===== src/rtl/ram_arbiter_rr_if.sv =====
// Bundles the per-core cache ports and the shared RAM port of ram_arbiter_rr.
// The arbiter uses the slave view; the caches/RAM environment use the master view.
interface ram_arbiter_rr_if #(
  parameter int CPUS   = 2,
  parameter int ADDR_W = 32,
  parameter int DATA_W = 32
);
  logic [CPUS-1:0]        iREN;
  logic [CPUS*ADDR_W-1:0] iaddr;
  logic [CPUS-1:0]        iwait;
  logic [CPUS*DATA_W-1:0] iload;
  logic [CPUS-1:0]        dREN;
  logic [CPUS-1:0]        dWEN;
  logic [CPUS*ADDR_W-1:0] daddr;
  logic [CPUS*DATA_W-1:0] dstore;
  logic [CPUS-1:0]        dwait;
  logic [CPUS*DATA_W-1:0] dload;
  logic                   ramREN;
  logic                   ramWEN;
  logic [ADDR_W-1:0]      ramaddr;
  logic [DATA_W-1:0]      ramstore;
  logic [DATA_W-1:0]      ramload;
  logic [1:0]             ramstate;
  logic                   timeout_err;

  modport slave (
    input  iREN, iaddr, dREN, dWEN, daddr, dstore, ramload, ramstate,
    output iwait, iload, dwait, dload, ramREN, ramWEN, ramaddr, ramstore, timeout_err
  );

  modport master (
    output iREN, iaddr, dREN, dWEN, daddr, dstore, ramload, ramstate,
    input  iwait, iload, dwait, dload, ramREN, ramWEN, ramaddr, ramstore, timeout_err
  );
endinterface


===== src/rtl/ram_arbiter_rr.sv =====
// Registered-grant RAM arbiter: dcache over icache, round-robin within each class.
// Define ARB_TIMEOUT_EN to abort transactions on RAM ERROR or after TIMEOUT ACTIVE cycles.
module ram_arbiter_rr #(
  parameter int CPUS    = 2,
  parameter int ADDR_W  = 32,
  parameter int DATA_W  = 32,
  parameter int TIMEOUT = 64
) (
  input  logic              CLK,
  input  logic              nRST,
  ram_arbiter_rr_if.slave   bus
);
  localparam int IDX_W = (CPUS > 1) ? $clog2(CPUS) : 1;
  localparam logic [1:0] RAM_ACCESS = 2'b10;
  localparam logic [1:0] RAM_ERROR  = 2'b11;

  typedef enum logic {IDLE, ACTIVE} state_t;

  state_t           state, state_next;
  logic             grant_d, grant_d_next;
  logic [IDX_W-1:0] grant_idx, grant_idx_next;
  logic [IDX_W-1:0] d_ptr, d_ptr_next, i_ptr, i_ptr_next;
  logic [CPUS-1:0]  dreq, ireq;
  logic             d_found, i_found;
  logic [IDX_W-1:0] d_pick, i_pick;
  logic             granted_req, access, abort;

  // Scan downward so the requester closest at/after ptr is the last to overwrite the result.
  function automatic logic [IDX_W:0] pick_rr(input logic [CPUS-1:0] req,
                                             input logic [IDX_W-1:0] ptr);
    logic [IDX_W:0] res;
    int j;
    res = '0;
    for (int i = CPUS - 1; i >= 0; i--) begin
      j = (int'(ptr) + i) % CPUS;
      if (req[j]) res = {1'b1, IDX_W'(j)};
    end
    return res;
  endfunction

  function automatic logic [IDX_W-1:0] next_idx(input logic [IDX_W-1:0] idx);
    return IDX_W'((int'(idx) + 1) % CPUS);
  endfunction

  assign dreq        = bus.dREN | bus.dWEN;
  assign ireq        = bus.iREN;
  assign granted_req = grant_d ? dreq[grant_idx] : ireq[grant_idx];
  assign access      = (state == ACTIVE) && granted_req && (bus.ramstate == RAM_ACCESS);
  assign bus.iload   = {CPUS{bus.ramload}};
  assign bus.dload   = {CPUS{bus.ramload}};

  always_comb begin
    {d_found, d_pick} = pick_rr(dreq, d_ptr);
    {i_found, i_pick} = pick_rr(ireq, i_ptr);
  end

`ifdef ARB_TIMEOUT_EN
  logic [7:0] tcount;

  assign abort = (state == ACTIVE) && granted_req && !access &&
                 ((bus.ramstate == RAM_ERROR) || (int'(tcount) == TIMEOUT - 1));

  always_ff @(posedge CLK or negedge nRST) begin
    if (!nRST)                                     tcount <= '0;
    else if (state == IDLE && state_next == ACTIVE) tcount <= '0;
    else if (state == ACTIVE)                      tcount <= tcount + 8'd1;
  end
`else
  assign abort = 1'b0;
`endif

  assign bus.timeout_err = abort;

  always_ff @(posedge CLK or negedge nRST) begin
    if (!nRST) begin
      state     <= IDLE;
      grant_d   <= 1'b0;
      grant_idx <= '0;
      d_ptr     <= '0;
      i_ptr     <= '0;
    end else begin
      state     <= state_next;
      grant_d   <= grant_d_next;
      grant_idx <= grant_idx_next;
      d_ptr     <= d_ptr_next;
      i_ptr     <= i_ptr_next;
    end
  end

  // A dropped request ends the transaction without moving the pointer; completion or abort moves it.
  always_comb begin
    state_next     = state;
    grant_d_next   = grant_d;
    grant_idx_next = grant_idx;
    d_ptr_next     = d_ptr;
    i_ptr_next     = i_ptr;
    case (state)
      IDLE: begin
        if (d_found) begin
          grant_d_next   = 1'b1;
          grant_idx_next = d_pick;
          state_next     = ACTIVE;
        end else if (i_found) begin
          grant_d_next   = 1'b0;
          grant_idx_next = i_pick;
          state_next     = ACTIVE;
        end
      end
      ACTIVE: begin
        if (!granted_req) begin
          state_next = IDLE;
        end else if (access || abort) begin
          state_next = IDLE;
          if (grant_d) d_ptr_next = next_idx(grant_idx);
          else         i_ptr_next = next_idx(grant_idx);
        end
      end
      default: state_next = IDLE;
    endcase
  end

  always_comb begin
    bus.ramREN   = 1'b0;
    bus.ramWEN   = 1'b0;
    bus.ramaddr  = '0;
    bus.ramstore = '0;
    if (state == ACTIVE) begin
      if (grant_d) begin
        bus.ramWEN   = bus.dWEN[grant_idx];
        bus.ramREN   = bus.dREN[grant_idx] & ~bus.dWEN[grant_idx];
        bus.ramaddr  = bus.daddr[int'(grant_idx)*ADDR_W +: ADDR_W];
        bus.ramstore = bus.dstore[int'(grant_idx)*DATA_W +: DATA_W];
      end else begin
        bus.ramREN   = bus.iREN[grant_idx];
        bus.ramaddr  = bus.iaddr[int'(grant_idx)*ADDR_W +: ADDR_W];
      end
    end
  end

  always_comb begin
    bus.iwait = ireq;
    bus.dwait = dreq;
    if (access) begin
      if (grant_d) bus.dwait[grant_idx] = 1'b0;
      else         bus.iwait[grant_idx] = 1'b0;
    end
  end
endmodule


===== src/flat_wrapper.sv =====
// flat-port wrapper written by rule: the top's interface ports become plain ports
module ram_arbiter_rr_flat 
#(
  parameter int CPUS    = 2,
  parameter int ADDR_W  = 32,
  parameter int DATA_W  = 32,
  parameter int TIMEOUT = 64
)
  (CLK, nRST, bus_iREN, bus_iaddr, bus_dREN, bus_dWEN, bus_daddr, bus_dstore, bus_ramload, bus_ramstate, bus_iwait, bus_iload, bus_dwait, bus_dload, bus_ramREN, bus_ramWEN, bus_ramaddr, bus_ramstore, bus_timeout_err);
  ram_arbiter_rr_if #(.CPUS(CPUS), .ADDR_W(ADDR_W), .DATA_W(DATA_W)) bus_i ();
  input  logic CLK;
  input  logic nRST;
  input wire logic [$bits(bus_i.iREN)-1:0] bus_iREN;
  input wire logic [$bits(bus_i.iaddr)-1:0] bus_iaddr;
  input wire logic [$bits(bus_i.dREN)-1:0] bus_dREN;
  input wire logic [$bits(bus_i.dWEN)-1:0] bus_dWEN;
  input wire logic [$bits(bus_i.daddr)-1:0] bus_daddr;
  input wire logic [$bits(bus_i.dstore)-1:0] bus_dstore;
  input wire logic [$bits(bus_i.ramload)-1:0] bus_ramload;
  input wire logic [$bits(bus_i.ramstate)-1:0] bus_ramstate;
  output wire logic [$bits(bus_i.iwait)-1:0] bus_iwait;
  output wire logic [$bits(bus_i.iload)-1:0] bus_iload;
  output wire logic [$bits(bus_i.dwait)-1:0] bus_dwait;
  output wire logic [$bits(bus_i.dload)-1:0] bus_dload;
  output wire logic [$bits(bus_i.ramREN)-1:0] bus_ramREN;
  output wire logic [$bits(bus_i.ramWEN)-1:0] bus_ramWEN;
  output wire logic [$bits(bus_i.ramaddr)-1:0] bus_ramaddr;
  output wire logic [$bits(bus_i.ramstore)-1:0] bus_ramstore;
  output wire logic [$bits(bus_i.timeout_err)-1:0] bus_timeout_err;
  assign bus_i.iREN = bus_iREN;
  assign bus_i.iaddr = bus_iaddr;
  assign bus_i.dREN = bus_dREN;
  assign bus_i.dWEN = bus_dWEN;
  assign bus_i.daddr = bus_daddr;
  assign bus_i.dstore = bus_dstore;
  assign bus_i.ramload = bus_ramload;
  assign bus_i.ramstate = bus_ramstate;
  assign bus_iwait = bus_i.iwait;
  assign bus_iload = bus_i.iload;
  assign bus_dwait = bus_i.dwait;
  assign bus_dload = bus_i.dload;
  assign bus_ramREN = bus_i.ramREN;
  assign bus_ramWEN = bus_i.ramWEN;
  assign bus_ramaddr = bus_i.ramaddr;
  assign bus_ramstore = bus_i.ramstore;
  assign bus_timeout_err = bus_i.timeout_err;
  ram_arbiter_rr #(.CPUS(CPUS), .ADDR_W(ADDR_W), .DATA_W(DATA_W), .TIMEOUT(TIMEOUT)) u_core (.CLK(CLK), .nRST(nRST), .bus(bus_i));
endmodule

===== config.mk =====
export PLATFORM = sky130hd
export DESIGN_NAME = ram_arbiter_rr_flat
export DESIGN_NICKNAME = d
export VERILOG_FILES = /design/src/rtl/ram_arbiter_rr_if.sv /design/src/rtl/ram_arbiter_rr.sv /design/src/flat_wrapper.sv
export SDC_FILE = /design/constraint.sdc
export NUM_CORES = 1
export LEC_CHECK = 0
export ABC_AREA = 1
export BUFFER_PORTS_ARGS = -buffer_cell sky130_fd_sc_hd__buf_2
export CORE_AREA = 2 2 169 171
export CTS_CLUSTER_SIZE = 30
export DETAILED_ROUTE_END_ITERATION = 10
export DIE_AREA = 0 0 171 173
export SYNTH_ARGS = -nofsm -noshare
export SYNTH_HDL_FRONTEND = slang
export SYNTH_SLANG_ARGS = --single-unit

===== constraint.sdc =====
create_clock -name CLK -period 1.8 [get_ports CLK]
set_input_delay 0.36 -clock CLK [delete_from_list [all_inputs] [get_ports CLK]]
set_output_delay 0.36 -clock CLK [all_outputs]
set_load 0.01 [all_outputs]

# After elaboration in Yosys (flattened, before gate mapping)

Cells that the tools add are included.

Output and inout bits: 199
Register bits: 5
Latch bits: 0
Input bits: 234
Memory bits (read-only): 0
RAM bits: 0
Memories kept: 0

Shift operators: 3
$lt $le $gt $ge: 6
Reductions and logical operators: 7
Div/mod/pow operators: 0
Multiplexer cells: 46
Bitwise operators: 10
Equality and inequality tests: 1
Multipliers: 0
Add/sub/neg operators: 3

Operators with widths:

| cell                                                | count |
|---|---|
| variable part select 64 x 7 -> 32 bit               | 3 |
| 2-to-1 mux 32 bit                                   | 4 |
| 2-to-1 mux 1 bit                                    | 32 |
| 2-to-1 mux 2 bit                                    | 8 |
| AND reduction 4 bit                                 | 2 |
| < comparator 1 x 2 -> 1 bit (second input constant) | 3 |
| < comparator 2 x 3 -> 1 bit (second input constant) | 2 |
| bitwise AND 2 bit                                   | 2 |
| adder 1 bit (second input constant)                 | 3 |
| logical AND 1 bit                                   | 3 |
| NOT 1 bit                                           | 3 |
| bitwise AND 1 bit (first input constant)            | 2 |
| equality test 2 bit (second input constant)         | 1 |
| NOT 2 bit                                           | 1 |
| OR 2 bit                                            | 1 |
| case mux 1 bit (2 select lines)                     | 1 |
| AND reduction 2 bit                                 | 1 |
| nonzero test 2 bit                                  | 1 |
| bitwise AND 1 bit                                   | 1 |
| demux 1 bit (select 1 bit)                          | 1 |
| >= comparator 1 bit (second input constant)         | 1 |

# Depth between registers and ports, before layout

Gate-level depths: netlist of run 1.

Depth in word-level cells: 10
Gate-level depth with buffers: 8
Depth with buffers taken out: 8

# Worst setup path after synthesis of run 1

No wires, ideal clock.

Path type: reg2out
Start: reg u_core.grant_d
End: out bus_dwait[1]
Slack: 0.303 ns
Stages on the path, launching flop included: 8
Required time: 1.440 ns
Arrival: 1.137 ns
Path through: dfrtp_1 -> buf_6 -> buf_8 -> nor2_1 -> nand2_1 -> nand2_2 -> nand2_2 -> o21ai_1

Word-level cells in the longest chain between the ends: 4
Elaborated cells on any way between the ends: 5
Classes of those cells: mux: 3; reduce/logical: 2

Ends and longest elaborated chain:

| what                           | RTL line              | text |
|---|---|---|
| start: declaration             | ram_arbiter_rr.sv:20  | `logic grant_d, grant_d_next;` |
| start signal: assignment       | ram_arbiter_rr.sv:83  | `grant_d <= grant_d_next;` |
| 2-to-1 mux 1 bit               | ram_arbiter_rr.sv:47  | `assign granted_req = grant_d ? dreq[grant_idx] : ireq[grant_idx];` |
| logical AND 1 bit (2 in a row) | ram_arbiter_rr.sv:48  | `assign access = (state == ACTIVE) && granted_req && (bus.ramstate == RAM_ACCESS);` |
| 2-to-1 mux 2 bit (*)           | ram_arbiter_rr.sv:143 | `if (access) begin` |
| end: declaration               | flat_wrapper.sv:23    | `output wire logic [$bits(bus_i.dwait)-1:0] bus_dwait;` |

Mark *: on every way between the ends. The rest lies on a longest branch, timed or not.

# Final worst setup path of run 1

Start: reg u_core.grant_d
End: out bus_ramaddr[16]

Word-level cells in the longest chain between the ends: 2

Ends and longest elaborated chain:

| what              | RTL line              | text |
|---|---|---|
| 2-to-1 mux 32 bit | ram_arbiter_rr.sv:128 | `if (grant_d) begin` |
| 2-to-1 mux 32 bit | ram_arbiter_rr.sv:127 | `if (state == ACTIVE) begin` |
| end: declaration  | flat_wrapper.sv:27    | `output wire logic [$bits(bus_i.ramaddr)-1:0] bus_ramaddr;` |

No other way between the ends.

==> results of run 1 <==
worst paths after layout:
kind / start / to / slack [ns] / cells after the start
max: u_core.grant_d$_DFFE_PN0P_ / bus_ramaddr[16] / -0.14 / 6
min: bus_ramstate[0] / u_core.state$_DFF_PN0_ / 0.42 / 3
max reg2reg: u_core.grant_d$_DFFE_PN0P_ / u_core.d_ptr$_DFFE_PN0P_ / 0.29 / 10
min reg2reg: u_core.d_ptr$_DFFE_PN0P_ / u_core.d_ptr$_DFFE_PN0P_ / 0.46 / 2
max in group asynchronous: nRST / u_core.grant_d$_DFFE_PN0P_ / 1.17 / 2
min in group asynchronous: nRST / u_core.grant_d$_DFFE_PN0P_ / 0.48 / 2
cells in the final DEF, fill, tap and decap left out, types with 3 or more instances in the layout:
master and instances:
sky130_fd_sc_hd__nand2_1 15, sky130_fd_sc_hd__nor2_1 177, sky130_fd_sc_hd__a21oi_1 32, sky130_fd_sc_hd__nor2_4 6
sky130_fd_sc_hd__buf_4 16, sky130_fd_sc_hd__inv_1 9, sky130_fd_sc_hd__nor3_2 14, sky130_fd_sc_hd__clkbuf_16 8
sky130_fd_sc_hd__buf_2 271, sky130_fd_sc_hd__o21ai_0 51, sky130_fd_sc_hd__nor3_4 4, sky130_fd_sc_hd__nor3_1 14
sky130_fd_sc_hd__buf_8 6, sky130_fd_sc_hd__nand2_2 4, sky130_fd_sc_hd__nand3_1 4, sky130_fd_sc_hd__o21ai_2 4
sky130_fd_sc_hd__buf_12 9, sky130_fd_sc_hd__dfrtp_1 3, sky130_fd_sc_hd__nor2_2 19, sky130_fd_sc_hd__o21ai_1 17
power groups by stage:
| stage | registers, mW | clock network, mW | logic (mW) |
|---|---|---|---|
| 5_1_grt | 0.268 | 0.384 | 6.99 |
| 3_3_place_gp | 0.246 | 0 | 4.85 |
| 4_1_cts | 0.289 | 0.374 | 5.71 |
| 3_5_place_dp | 0.250 | 0 | 4.91 |
| 6_report | 0.259 | 0.367 | 6.38 |
| 2_1_floorplan | 0.200 | 0 | 3.34 |
tightest hold or removal path, stage by stage:
cell and delay [ns]:
sky130_fd_sc_hd__buf_2 0.09, sky130_fd_sc_hd__o21ai_0 0.10, sky130_fd_sc_hd__nand2_1 0.06
kinds of logic (layout without fill, tap and decap cells):
group / Yosys count / after routing / share of synthesized area
AO/OA/AOI/OAI: 108 / 108 / 0.186
buffers and inverters: 176 / 325 / 0.419
flip-flops: 5 / 5 / 0.0426
other: 1 / 1 / 0.00128
AND/OR/NAND/NOR: 260 / 260 / 0.351
layer usage:
metal	track usage	vias up
met1	0.0842	1752
met2	0.175	259
met3	0.0110	61
met5	0	-
li1	-	1927
met4	0.0335	2
final cells by class:
cell class              instances  share of cell area
clock buffers                   4              0.0175
inverters                      11              0.0130
multi-input cells             369               0.404
flip-flops and latches          5              0.0288
well taps                     378               0.105
repair buffers                310               0.432
timing repair:
item                       4_1_cts  5_1_grt
hold endpoints to repair         5        0
resized for setup               41       67
pin swaps                        2       14
cloned                           4        5
setup endpoints to repair       58       70
hold buffers                     1        0
buffers inserted                 7        5
flip-flops by register name (all words and copies together) (netlist names):
signal / count
u_core.grant_idx: 1
u_core.d_ptr: 1
u_core.i_ptr: 1
u_core.state: 1
u_core.grant_d: 1
stage by stage:
step / util / TNS, ns / worst slack, ns / hold WS [ns]
final: 0.163 / -4.24 / -0.143 / 0.421
after global routing: 0.163 / -9.07 / -0.232 / 0.440
after CTS: 0.153 / -5.49 / -0.156 / 0.428
after detailed placement: 0.137 / -0.0200 / -0.0200 / 0.185
after global placement: 0.137 / -0.0289 / -0.0289 / 0.183
after floorplan: - / 0 / 0.303 / 0.0644
==> results.md, run 1 <==
- The highest cell delay on the worst timing path is 0.49 ns.
- Of the total power, registers draw 0.037.
- The number of antenna violations at the first check in global routing came to 1.
- The total power is 7.00 mW.
- The wire length after detailed routing is 15500 um.
- The insertion delay to the later sink of the worst-skew pair is 0.23 ns.
- The switching part of the total power is 0.531.
- After detailed routing, the wire length on met1 is 5540 um.
- The ratio of total power to cell area is 1550 mW/mm^2.
- Setup repair after global routing could not meet its margin everywhere.
- Routability-driven placement finished with a final weighted congestion of 0.767.
- The area share of the largest cell type after synthesis is 0.332.
- The cell with the largest stage delay on the worst path is sky130_fd_sc_hd__dfrtp_4.
- The uppermost metal layer occupied by signal nets is met5.
- The row count is 61.
- The number of violations of the max-capacitance limit is 0.
- The arrival time at the worst endpoint is 1.58 ns.
- The placeable core region is 0.0276 sq mm.
- The sum of buffers and inverters on the critical path is 4.
- For this configuration, the core starts out at a cell density of 0.106.
- The number of failing hold endpoints at the final stage was 0.
- Counting the fill cells in the layout gives 3227.
- The share of cells above drive strength 1 is 0.529.
- The final critical path time including I/O delays and setup is 1.94 ns.
- The cell count after placement is 1053.
- Broken down by cell family, the worst path's largest delay share belongs to buffers and inverters.
- The final reports fail on negative setup slack.
- Counting flops and latches in the post-synthesis netlist gives 5.
- In this run the mean area of a mapped cell was 5.35 sq um.
- The count of input and output buffers is 271.
- The detailed placement HPWL is 10900 um.
- The I/O pin count is 433.
- Setup violations remaining at the end of the flow were counted as 62.
- The design internal power is 3.29 mW.
- The most instantiated library cell after synthesis is sky130_fd_sc_hd__nor2_1.
- The clock tree buffer depth is 2.
- The run finished, with violations left.
- The final number of max-transition violations is 0.
- The finished cells cover 0.00451 sq mm.
- Traced cell by cell, the critical path runs through buf_12, clkinv_8, buf_8, o21ai_0, a21oi_1, buf_2.
- Timing would allow up to 515 MHz.
- The category of the worst setup path launch point is a flop.
- STA classifies the critical path endpoint as a primary output.
- The post-detailed-route count of antenna-violating nets is 0.
- The number of enable-type register cells in the synthesized netlist is 0.
- The net count reported at finish is 934.
- The synthesized netlist occupies a cell area of 0.00294 sq mm.
- sky130_fd_sc_hd__buf_4 takes more of the synthesized area than any other cell.
- The final worst-path setup slack is -0.143 ns.
- The share of flip-flops with an asynchronous set or reset is 1.00.
- After detailed placement, the total cell area comes to 0.00380 sq mm.
- The final critical-path share of the clock period is 1.08.
- The die is 173 um tall.
- By area the synthesized netlist is led by sky130_fd_sc_hd__buf_4, sky130_fd_sc_hd__nor2_1, sky130_fd_sc_hd__o21ai_0.
- The final clock skew is 0.000778 ns.
- The first detailed-routing pass ran for 5 iterations.
- TritonCTS built the clock tree.
- The total overflow left after global routing is 0.
- The worst min-delay path category is in2reg.
- Summing all flip-flop and latch instances after layout gives 130 sq um.
- The number of levels the H-tree was split into is 1.
- The count of different cell masters after synthesis is 22.
- Summing all multi-input logic gate instances after layout gives 0.00182 sq mm.
- The met2 layer wire length in the routed design is 7920 um.
- Sorting the synthesized cells by how often they occur yields sky130_fd_sc_hd__nor2_1, sky130_fd_sc_hd__buf_4, sky130_fd_sc_hd__o21ai_0, sky130_fd_sc_hd__a21oi_1, sky130_fd_sc_hd__nor3_1.
- The detailed-route vias per instance is 3.71.
- The required time at the endpoint of the critical path is 1.44 ns.
- The switching power is 3.72 mW.
- In this run the horizontal extent of the chip is 171 um.
- The first global-routing pass estimated 19200 um of wire.
- The worst setup path category is reg2out.
- The via count of the first global-routing pass came to 3533.
- The final routed DRC violation total is 0.
- The count of antenna diodes in the layout is 0.
- Entering global routing, the biggest net connects 46 pins.
- The sum of met3 wire segment lengths after detailed routing is 1430 um.
- Across all layers, the routed design uses 4001 vias.
- The primary flip-flop cell chosen by synthesis mapping is sky130_fd_sc_hd__dfrtp_1.
- The total nets after synthesis is 784.
- The overall global routing resource usage is 0.0853.
- Along the worst path, the maximum fanout reaches 24.
- The portion of total power attributed to combinational logic is 0.911.
- The count of clock tree sinks is 5.
- The number of warnings reported in the yosys synthesis log is 0.
- The cell sitting at the root of the clock tree is a sky130_fd_sc_hd__clkbuf_16.
- For this run, the number of standard cells in the final layout without fillers is 1077.
- The die footprint is 0.0296 sq mm.
- Synthesis produced 550 cells.
- The reported leakage power is 2.24 nW.
- The peak supply drop is 441 uV.
- For this block, the initial DRC count from the detailed router was 139.
- Clock tree synthesis inserted a total of 3 buffers.
- The post-synthesis sequential area ratio is 0.0426.
- The area growth from synthesis to layout is 53.4%.
- The register clock-pin slew on the reported worst setup and hold paths is 0.03 ns.
- The share of total power in the clock network is 0.052.
- The routed length per placed instance is 14.4 um.
Note: power is estimated with default switching activity, not from simulation.
==> inputs of run 2 (changes only) <==
- PLACE_DENSITY: unset -> 0.4
- SETUP_SLACK_MARGIN: unset -> 0.4
==> results.md, run 2 (synthesized netlist as in run 1, its figures left out) <==
- The maximum achievable frequency is 518 MHz.
- The count of buffers added on input and output ports is 271.
- The total power is 7.15 mW.
- The routed layout has 3858 vias.
- The number of buffers created by CTS is 3.
- The number of inserted filler cells in the final layout is 3269.
- In this run the static leakage power is 2.25 nW.
- The placeable core region is 0.0276 sq mm.
- The final weighted congestion in routability-driven placement is 0.816.
- Leaving out fill and tap cells, the most frequent cell in the layout is sky130_fd_sc_hd__buf_2.
- The number of antenna violations at the first check in global routing came to 0.
- 0 antenna diodes ended up in the layout.
- The library cells used most frequently in the layout, excluding fill and tap cells, are sky130_fd_sc_hd__buf_2, sky130_fd_sc_hd__nor2_1, sky130_fd_sc_hd__o21ai_0.
- Before CTS, the worst setup slack after placement is 0.00598 ns.
- The final critical-path share of the clock period is 1.07.
- Setup violations remaining at the end of the flow were counted as 41.
- The tightest min-delay check is of the in2reg type.
- IR analysis of the VDD net gives a maximum drop of 484 uV.
- The area growth from synthesis to layout is 58.7%.
- 433 I/O pins were placed.
- The routed length per placed instance is 14.4 um.
- The final clock skew is 0.000624 ns.
- The ratio of total power to cell area is 1530 mW/mm^2.
- The category of the worst setup path launch point is a flop.
- The row count is 61.
- The root cell of the clock tree is sky130_fd_sc_hd__clkbuf_16.
- The top fanout value on the critical path is 12.
- Of the cells placed in the final design, the portion with a size suffix greater than 1 is 0.566.
- Data on the critical path is required at its endpoint by 1.44 ns.
- The final reports fail on negative setup slack.
- The floorplan step set the die height to 173 um.
- The number of DRC markers after the initial detailed-route iteration is 103.
- In the routed design, unresolved DRC markers number 0.
- The clock tree buffer depth is 2.
- The critical path is of the reg2out type.
- The die footprint is 0.0296 sq mm.
- Wires add up to 15600 um.
- The clock tree from TritonCTS is done.
- The global-route wire length before repair is 19700 um.
- Data arrives at the worst endpoint at 1.57 ns.
- The number of levels the H-tree was split into is 1.
- The finished cells cover 0.00467 sq mm.
- The number of failing hold endpoints at the final stage is 0.
- Summed over all failing endpoints, the final setup total negative slack is -3.15 ns.
- The via count of the first global-routing pass is 3666.
- The die width is 171 um.
- Setup repair after global routing could not meet its margin everywhere.
- The effective utilization at floorplan is 0.106.
- Summing all placed instances gives a cell area of 0.00402 sq mm.
- In the final layout, flip-flops and latches occupy 130 sq um.
- Across the run, the number of max-cap violations was 0.
- The register clock-pin slew on the reported worst setup and hold paths is 0.03 ns.
- The count of clock tree sinks is 5.
- The first-pass detailed-route iteration total is 4.
- The routed design could run at a clock period as short as 1.93 ns.
- After detailed routing, the number of vias per cell comes to 3.57.
- Once detail routing completed, the nets flagged for antenna violations numbered 0.
- The final layout contains 938 nets.
- For this run, the total global-route usage over all layers was measured as 0.0842.
- Entering global routing, the biggest net connects 47 pins.
- The detailed placement HPWL is 11200 um.
- The insertion delay to the later sink of the worst-skew pair is 0.22 ns.
- The flow ran to the end, but the final reports show violations.
- The worst setup path is captured at a primary output.
- The combined area of the multi-input logic cells is 0.00194 sq mm.
- Once routing completed, OpenROAD measured the worst setup slack at -0.132 ns.
- The final number of max-transition violations is 0.
- Global routing finished with a remaining overflow of 0.
- In this run the register-to-register setup slack is 0.33 ns.
-- run 2: report_power, final --
| group | total (mW) | internal, mW | switching, mW |
|---|---|---|---|
| Clock | 0.361 | 0.293 | 0.0675 |
| Combinational | 6.51 | 2.90 | 3.61 |
| Sequential | 0.284 | 0.179 | 0.105 |
-- run 2: stage by stage --
step	utilization	instances	hold WS [ns]
global placement	0.146	1056	0.184
floorplan	-	550	0.0644
detailed placement	0.146	1056	0.185
finish	0.169	1081	0.382
CTS	0.150	1061	0.416
global route	0.169	1081	0.392
-- run 2: final timing paths --
kind,from,end,cells past startpoint
max,u_core.grant_idx$_DFFE_PN0P_,bus_ramaddr[3],7
min reg2reg,u_core.d_ptr$_DFFE_PN0P_,u_core.d_ptr$_DFFE_PN0P_,2
min in group asynchronous,nRST,u_core.i_ptr$_DFFE_PN0P_,2
max reg2reg,u_core.grant_d$_DFFE_PN0P_,u_core.d_ptr$_DFFE_PN0P_,9
max in group asynchronous,nRST,u_core.grant_d$_DFFE_PN0P_,2
min,bus_ramstate[0],u_core.state$_DFF_PN0_,3
-- run 2: metal layers --
| metal | track usage | share of wire | up-vias |
|---|---|---|---|
| li1 | - | - | 1937 |
| met1 | 0.0934 | 0.39 | 1709 |
| met2 | 0.163 | 0.53 | 168 |
| met3 | 0.0110 | 0.064 | 44 |
| met4 | 0.0258 | 0.021 | 0 |
| met5 | 0 | 0 | - |
-- run 2: what timing repair did --
action | CTS | global route
hold buffers | 1 | 0
gates cloned | 0 | 10
endpoints found under the setup margin | 71 | 72
pin swaps | 0 | 16
gates resized for setup | 14 | 81
hold endpoints to repair | 5 | 0
setup buffers | 0 | 10
-- run 2: final cells by class --
class | count | area share
Timing Repair Buffer | 314 | 0.427
Clock buffer | 4 | 0.0169
Tap cell | 378 | 0.101
Multi-Input combinational cell | 369 | 0.417
Sequential cell | 5 | 0.0279
Inverter | 11 | 0.0105
-- run 2: worst max-delay path, cell delays in order (launching register included) --
cell and delay, ns:
sky130_fd_sc_hd__dfrtp_2 0.49, sky130_fd_sc_hd__inv_6 0.09, sky130_fd_sc_hd__buf_12 0.16, sky130_fd_sc_hd__buf_4 0.16, sky130_fd_sc_hd__nor2_1 0.09, sky130_fd_sc_hd__o21ai_0 0.08, sky130_fd_sc_hd__a21oi_1 0.13, sky130_fd_sc_hd__buf_2 0.14
